`src/rtl/sarray_storec_pkg.sv`:
```
// -----------------------------------------------------------------------------
// sarray_storec_pkg
// Shared definitions for the systolic-array store-C write-back stage:
//   - TINST_TYPE_STOREC : instruction type encoding for TSTOREC
//   - SARRAY_STORE_WIDTH: row width delivered by the array store port
//   - TMMA_CNT_WIDTH    : row index width (ROWS = 2**TMMA_CNT_WIDTH)
//   - ADDR_WIDTH        : memory address width
//   - storec_state_t    : write-back controller state encoding
// -----------------------------------------------------------------------------
package sarray_storec_pkg;

  localparam logic [3:0] TINST_TYPE_STOREC  = 4'h6;
  localparam int         SARRAY_STORE_WIDTH = 256;
  localparam int         TMMA_CNT_WIDTH     = 6;
  localparam int         ADDR_WIDTH         = 64;

  typedef enum logic [1:0] {
    ST_IDLE  = 2'd0,
    ST_DRAIN = 2'd1,
    ST_FLUSH = 2'd2
  } storec_state_t;

endpackage

```
`src/rtl/sarray_storec_sync_fifo.sv`:
```
// -----------------------------------------------------------------------------
// sync_fifo
// Small single-clock FIFO used as the row buffer of sarray_storec.
// The head entry is read straight out of registered storage, so there is no
// combinational path from push_data_i to head_o.
// Ports:
//   clk, rst_n   : clock, asynchronous active-low reset (empties the FIFO)
//   push_i       : write request; ignored when full unless popping this cycle
//   push_data_i  : write data
//   pop_i        : read request; ignored when empty
//   full_o       : all DEPTH entries occupied
//   empty_o      : no entries occupied
//   head_o       : oldest entry (valid when !empty_o)
// -----------------------------------------------------------------------------
module sync_fifo #(
  parameter int WIDTH = 8,
  parameter int DEPTH = 4
) (
  input  logic             clk,
  input  logic             rst_n,
  input  logic             push_i,
  input  logic [WIDTH-1:0] push_data_i,
  input  logic             pop_i,
  output logic             full_o,
  output logic             empty_o,
  output logic [WIDTH-1:0] head_o
);

  localparam int PTR_W = $clog2(DEPTH);

  logic [WIDTH-1:0] r_mem [DEPTH];
  logic [PTR_W-1:0] r_wr_ptr;
  logic [PTR_W-1:0] r_rd_ptr;
  logic [PTR_W:0]   r_count;

  logic w_do_push;
  logic w_do_pop;

  assign full_o  = (r_count == (PTR_W+1)'(DEPTH));
  assign empty_o = (r_count == '0);

  assign w_do_pop  = pop_i && !empty_o;
  // A push into a full FIFO is accepted only when a pop frees a slot in the
  // same cycle; otherwise it is dropped.
  assign w_do_push = push_i && (!full_o || w_do_pop);

  assign head_o = r_mem[r_rd_ptr];

  always_ff @(posedge clk or negedge rst_n) begin
    if (!rst_n) begin
      for (int i = 0; i < DEPTH; i++) begin
        r_mem[i] <= '0;
      end
      r_wr_ptr <= '0;
      r_rd_ptr <= '0;
      r_count  <= '0;
    end else begin
      if (w_do_push) begin
        r_mem[r_wr_ptr] <= push_data_i;
        r_wr_ptr        <= r_wr_ptr + PTR_W'(1);
      end
      if (w_do_pop) begin
        r_rd_ptr <= r_rd_ptr + PTR_W'(1);
      end
      if (w_do_push && !w_do_pop) begin
        r_count <= r_count + (PTR_W+1)'(1);
      end else if (!w_do_push && w_do_pop) begin
        r_count <= r_count - (PTR_W+1)'(1);
      end
    end
  end

endmodule

```
`src/rtl/sarray_storec.sv`:
```
// -----------------------------------------------------------------------------
// sarray_storec
// Write-back stage behind the systolic array. A TSTOREC instruction makes the
// block request accumulator rows one at a time, buffer the returned rows and
// write each one to memory over the aw channel. Requests are gated by a credit
// counter equal to free buffer space, so the array (which has no backpressure)
// can never overrun the buffer.
// Ports:
//   clk, rst_n           : clock, asynchronous active-low reset
//   storec_valid_i/ready_o, storec_addr_i : instruction handshake, base address
//   post_storec_valid_o  : one-cycle request for one row from the array
//   bot_valid_i/cnt_i/data_i : returned row, its index and data
//   aw_valid_o/ready_i, aw_addr_o, aw_data_o : memory write channel
//   busy_o               : not idle
//   done_o               : pulse after the last row's write is accepted
//   err_o                : sticky protocol error (row order / overflow)
// -----------------------------------------------------------------------------
module sarray_storec #(
  parameter int ADDR_WIDTH = sarray_storec_pkg::ADDR_WIDTH,
  parameter int DATA_WIDTH = sarray_storec_pkg::SARRAY_STORE_WIDTH,
  parameter int CNT_WIDTH  = sarray_storec_pkg::TMMA_CNT_WIDTH,
  parameter int FIFO_DEPTH = 4,
  parameter int ROW_SHIFT  = 8
) (
  input  logic                  clk,
  input  logic                  rst_n,
  input  logic                  storec_valid_i,
  output logic                  storec_ready_o,
  input  logic [ADDR_WIDTH-1:0] storec_addr_i,
  output logic                  post_storec_valid_o,
  input  logic                  bot_valid_i,
  input  logic [CNT_WIDTH-1:0]  bot_cnt_i,
  input  logic [DATA_WIDTH-1:0] bot_data_i,
  output logic                  aw_valid_o,
  input  logic                  aw_ready_i,
  output logic [ADDR_WIDTH-1:0] aw_addr_o,
  output logic [DATA_WIDTH-1:0] aw_data_o,
  output logic                  busy_o,
  output logic                  done_o,
  output logic                  err_o
);

  import sarray_storec_pkg::*;

  localparam int                     CREDIT_WIDTH = $clog2(FIFO_DEPTH) + 1;
  localparam logic [CREDIT_WIDTH-1:0] CREDIT_FULL = CREDIT_WIDTH'(FIFO_DEPTH);
  localparam logic [CNT_WIDTH-1:0]    LAST_ROW    = '1;
  localparam int                     ENTRY_WIDTH  = CNT_WIDTH + DATA_WIDTH;

  storec_state_t           r_state;
  logic [ADDR_WIDTH-1:0]   r_base;
  logic [CNT_WIDTH-1:0]    r_req_cnt;
  logic [CNT_WIDTH-1:0]    r_exp_cnt;
  logic [CNT_WIDTH-1:0]    r_wr_cnt;
  logic [CREDIT_WIDTH-1:0] r_credit;
  logic                    r_done;
  logic                    r_err;

  logic                    w_accept;
  logic                    w_post;
  logic                    w_pop;
  logic                    w_credit_ret;
  logic                    w_full;
  logic                    w_empty;
  logic [ENTRY_WIDTH-1:0]  w_head;
  logic [CNT_WIDTH-1:0]    w_head_cnt;
  logic [ADDR_WIDTH-1:0]   w_row_offset;

  assign w_accept = storec_valid_i && (r_state == ST_IDLE);
  // Posts depend only on registered state and credit.
  assign w_post   = (r_state == ST_DRAIN) && (r_credit != '0);
  assign w_pop    = !w_empty && aw_ready_i;
  // Credit only comes back while a store is in progress; stray rows written
  // while idle must not push credit above the buffer size.
  assign w_credit_ret = w_pop && (r_state != ST_IDLE);

  sync_fifo #(
    .WIDTH (ENTRY_WIDTH),
    .DEPTH (FIFO_DEPTH)
  ) u_fifo (
    .clk         (clk),
    .rst_n       (rst_n),
    .push_i      (bot_valid_i),
    .push_data_i ({bot_cnt_i, bot_data_i}),
    .pop_i       (w_pop),
    .full_o      (w_full),
    .empty_o     (w_empty),
    .head_o      (w_head)
  );

  assign w_head_cnt   = w_head[DATA_WIDTH +: CNT_WIDTH];
  // Row offset computed at address width; carries past the top bit drop.
  assign w_row_offset = ADDR_WIDTH'(w_head_cnt) << ROW_SHIFT;

  assign storec_ready_o      = (r_state == ST_IDLE);
  assign busy_o              = (r_state != ST_IDLE);
  assign post_storec_valid_o = w_post;
  assign aw_valid_o          = !w_empty;
  assign aw_addr_o           = r_base + w_row_offset;
  assign aw_data_o           = w_head[DATA_WIDTH-1:0];
  assign done_o              = r_done;
  assign err_o               = r_err;

  always_ff @(posedge clk or negedge rst_n) begin
    if (!rst_n) begin
      r_state   <= ST_IDLE;
      r_base    <= '0;
      r_req_cnt <= '0;
      r_exp_cnt <= '0;
      r_wr_cnt  <= '0;
      r_credit  <= CREDIT_FULL;
      r_done    <= 1'b0;
      r_err     <= 1'b0;
    end else begin
      r_done <= 1'b0;

      if (w_post) begin
        r_req_cnt <= r_req_cnt + CNT_WIDTH'(1);
      end

      // Rows are accepted in any state; out-of-order tags and overflow
      // (full with no simultaneous pop) both raise the sticky error.
      if (bot_valid_i) begin
        r_exp_cnt <= r_exp_cnt + CNT_WIDTH'(1);
        if ((bot_cnt_i != r_exp_cnt) || (w_full && !w_pop)) begin
          r_err <= 1'b1;
        end
      end

      if (w_pop) begin
        r_wr_cnt <= r_wr_cnt + CNT_WIDTH'(1);
      end

      if (w_post && !w_credit_ret) begin
        r_credit <= r_credit - CREDIT_WIDTH'(1);
      end else if (!w_post && w_credit_ret) begin
        r_credit <= r_credit + CREDIT_WIDTH'(1);
      end

      // State transitions; the accept branch overrides counter updates above.
      case (r_state)
        ST_IDLE: begin
          if (w_accept) begin
            r_state   <= ST_DRAIN;
            r_base    <= storec_addr_i;
            r_req_cnt <= '0;
            r_exp_cnt <= '0;
            r_wr_cnt  <= '0;
            r_credit  <= CREDIT_FULL;
          end
        end
        ST_DRAIN: begin
          if (w_post && (r_req_cnt == LAST_ROW)) begin
            r_state <= ST_FLUSH;
          end
        end
        ST_FLUSH: begin
          if (w_pop && (r_wr_cnt == LAST_ROW)) begin
            r_state <= ST_IDLE;
            r_done  <= 1'b1;
          end
        end
        default: r_state <= ST_IDLE;
      endcase
    end
  end

endmodule
```
`config.mk`:
```
export PLATFORM = sky130hd
export DESIGN_NAME = sarray_storec
export DESIGN_NICKNAME = d
export VERILOG_FILES = /design/src/rtl/sarray_storec_pkg.sv /design/src/rtl/sarray_storec_sync_fifo.sv /design/src/rtl/sarray_storec.sv
export SDC_FILE = /design/constraint.sdc
export NUM_CORES = 1
export LEC_CHECK = 0
export BUFFER_PORTS_ARGS = -buffer_cell sky130_fd_sc_hd__clkbuf_2
export CAP_MARGIN = 5
export CORE_MARGIN = 4
export CORE_UTILIZATION = 40
export CTS_CLUSTER_DIAMETER = 200
export DETAILED_ROUTE_END_ITERATION = 10
export MAX_ROUTING_LAYER = met4
export PLACE_DENSITY_LB_ADDON = 0.1
export SLEW_MARGIN = 25
export SYNTH_ARGS = -nofsm -noshare
export SYNTH_HDL_FRONTEND = slang
export SYNTH_SLANG_ARGS = --single-unit
```
`constraint.sdc`:
```
create_clock -name clk -period 5.37 [get_ports clk]
set_input_delay 0 -clock clk [delete_from_list [all_inputs] [get_ports clk]]
set_output_delay 0 -clock clk [all_outputs]
set_load 0.02 [all_outputs]
```
==> flow_summary.toml <==
[clocking]
cts-root-buf = "clkbuf_16"
cts_tree = "yes"
clk_pin_slew_worst_paths_ns = 0.06
clockBufferDepth = 3
cts_num_sinks = 1144
cts_buffers = 132
clk_latency_ns = 0.76
cts_resized = 0
h-tree-depth = 4

[synthesis]
synthXorXnorAreaFrac_pct = 1.37
synth_area_leader_cell = "dfrtp_1"
yosys_warnings = 0
yosysTopAreaCellShare_pct = 56.6
synth_top_family_by_area = "multiplexers"
seq_area_frac_synth_pct = 56.7
syn_avg_cell_area_um2 = 16.0
netlist_area_um2 = 50500
yosys.area_share.simple_pct = 3.13
synthAdderAreaFrac_pct = 0.500
synth_compound_area_share_pct = 0.552
netlist_instances = 3163
synth_mux_area_share_pct = 35.1
ys_top_cells_by_area = "dfrtp_1 57%, mux2_2 23%, mux4_2 12%"
ys_ff_latch = 1144
synth_edf_count = 0
synth_nets = 3513
async_flop_share_pct = 100
synth.distinct_cells = 49
synth_ff_type = "dfrtp_1"

[grt]
grt_pass1_vias = 34112
grt-ovfl-total = 0
grtUsageTotal_pct = 20.9
antenna_found_initial = 20
grt_pass1_wl_mm = 208
grt_max_degree = 139

[die]
start_util_pct = 40.2
core_area_um2 = 126000
die-area_um2 = 132000
fp.dieW_um = 363
num_rows = 130
io-pin-count = 657
die_h_um = 363

[sta]
relSlewSlack_pct = 30.8
fin_tns_setup_ns = 0
clock.fmax_mhz = 219
period_minus_slack_ns = 4.56
finalCritPeriodShare_pct = 84.8
slew_violations = 0
rsz0062_at_grt = "false"
worst_pin_slew_ns = 1.04
clock_skew_ns = 0.0301
setup_viol = 0
final_hold_viol_count = 0

[placed_design]
port_buffers = 656
hpwl_mm = 84.1
placedCellCount = 5326
gp_congestion = 0.867

[detailed_routing]
route.detailed.drc = 0
vias = 31214
drt_iter0_drc = 1384
viasPerCell = 5.16
ant_nets = 0
wl_met3_mm = 7.73
dr.max_layer_used = "met4"
routedWlPerCell_um = 21.9
drt-total-wl_mm = 133
m1WireLength_mm = 56.5
first_pass_iters = 6
wl_met2_mm = 64.2

[power]
peakVddDrop_v = 0.000442
combPwrFrac_pct = 44.0
seqPwrFrac_pct = 35.2
internal_power_mw = 28.0
switching_share_pct = 35.7
p_per_area_nw_per_um2 = 674
p_leak_nw = 28.6
clock_power_share_pct = 20.8
switchingPower_mw = 15.5

[critical_path]
worstPathRequired_ns = 5.37
reg2reg_from = "u_fifo.r_count[0]"
crit_arrival_ns = 4.56
crit_path_end_kind = "primary output"
crit_type = "reg2out"
r2r-end = "u_fifo.r_mem[970]"
reg2reg_slack_ns = 1.97
critPathLaunch = "u_fifo.r_rd_ptr[1]"
r2r_cells = 5
start_kind = "flop"
path_max_fanout = 50

[layout]
fillers = 10768
final_cells = 6048
seqCellArea_um2 = 28600
syn_to_final_growth_pct = 27.5
drive_gt1_share_pct = 50.5
multi_input_area_um2 = 20600
layout.nets = 4625

[job]
maxCapViolations = 0

[run_status]
status = "finished, final reports clean"

[hold_path]
min_path_type = "in2async"
## synthesized netlist by cell type, drive strengths merged (4+ instances only)
cell and count:
mux2 1049, nand3 23, ha 17, a21o 4
nand2 214, o21ai 18, clkbuf 40, dfrtp 1143
nor2 43, nor3 15, xnor2 32, mux4 262
nor4 15, nand4 19, a21oi 9, inv 15
xor2 47, buf 164
## how the worst max path moves through the flow
| stage | to | slack, ns | cells after the start |
|---|---|---|---|
| after floorplan | aw_addr_o[48] | 1.96 | 12 |
| after global placement | aw_addr_o[56] | 1.79 | 8 |
| after detailed placement | aw_addr_o[56] | 1.71 | 8 |
| after CTS | aw_addr_o[56] | 0.86 | 8 |
| after global routing | aw_addr_o[56] | 0.67 | 8 |
| final | aw_addr_o[56] | 0.81 | 8 |
## placed cells by master, fill, tap and decap left out, drive strengths merged, types with 3 or more instances in the layout
cell,Yosys,final
a21oi,9,9
mux2,1049,1049
nor4,15,15
o21ai,18,18
diode,0,21
and2,3,3
xnor2,32,32
or3,3,3
nand2,214,214
clkbuf,40,861
ha,17,17
bufinv,0,6
inv,15,21
nor2,43,43
nand4,19,19
nor3,15,15
dfrtp,1143,1143
o2111ai,3,3
nand3,23,23
xor2,47,47
dlygate4sd3,0,463
a21o,4,4
buf,164,64
mux4,262,262
clkinv,0,18
## critical path, stage by stage (launching register included)
cell and delay [ns]:
dfrtp_4 1.00, mux4_2 0.43, ha_1 0.47, and3_1 0.20, a221o_1 0.48, nand4_1 0.33
nor3_1 0.44, xnor2_1 0.21, clkbuf_2 0.22
## stage by stage
| step | hold WS (ns) | util [%] | power, mW | cell area (µm²) | setup slack, ns |
|---|---|---|---|---|---|
| global route | 0.0384 | 51.3 | 46.0 | 64400 | 0.667 |
| detailed placement | 0.135 | 44.0 | 34.3 | 55300 | 1.71 |
| global placement | 0.127 | 44.0 | 34.0 | 55300 | 1.79 |
| finish | 0.0617 | 51.3 | 43.4 | 64400 | 0.814 |
| floorplan | -0.296 | - | 28.3 | 50500 | 1.96 |
| CTS | 0.000265 | 51.2 | 44.1 | 64300 | 0.862 |
## area by class of cell
| type | instances | share of cell area (%) |
|---|---|---|
| Sequential cell | 1144 | 44.5 |
| Inverter | 15 | 0.0874 |
| Clock buffer | 206 | 6.24 |
| Antenna cell | 21 | 0.0816 |
| Timing Repair Buffer | 1182 | 13.4 |
| Clock inverter | 30 | 0.571 |
| Multi-Input combinational cell | 1800 | 31.9 |
| Tap cell | 1650 | 3.20 |
## power by group through the flow
stage	registers [mW]	clock network, mW	logic (mW)
global placement	15.3	0	18.7
detailed placement	15.4	0	18.9
floorplan	14.5	0	13.8
CTS	15.3	9.34	19.5
global route	15.8	9.68	20.6
finish	15.3	9.03	19.1
## state kept, by name (all words and copies together), names as in the netlist
signal	count
u_fifo.r_wr_ptr	2
r_state	2
u_fifo.r_mem	1048
r_exp_cnt	6
done_o	1
r_base	64
u_fifo.r_count	3
r_credit	3
r_req_cnt	6
err_o	1
r_wr_cnt	6
u_fifo.r_rd_ptr	2
## kinds of logic after synthesis
| group | Yosys count |
|---|---|
| xor+xnor | 79 |
| compound gates | 42 |
| buf+inv | 219 |
| mux | 1313 |
| fa+ha+maj | 19 |
| flops | 1144 |
| simple gates | 347 |
## metal layers
metal / vias to the layer above / track usage, %
li1: 13863 / -
met1: 16406 / 26.1
met2: 695 / 33.3
met3: 250 / 5.35
met4: 0 / 7.04
met5: - / -
## repair_timing
| item | in CTS | in global routing |
|---|---|---|
| hold endpoints to repair | 1254 | 0 |
| endpoints found under the setup margin | 0 | 0 |
| hold buffers | 464 | 0 |
| buffers inserted | 0 | 0 |
Power figures use the tool's default switching activity.
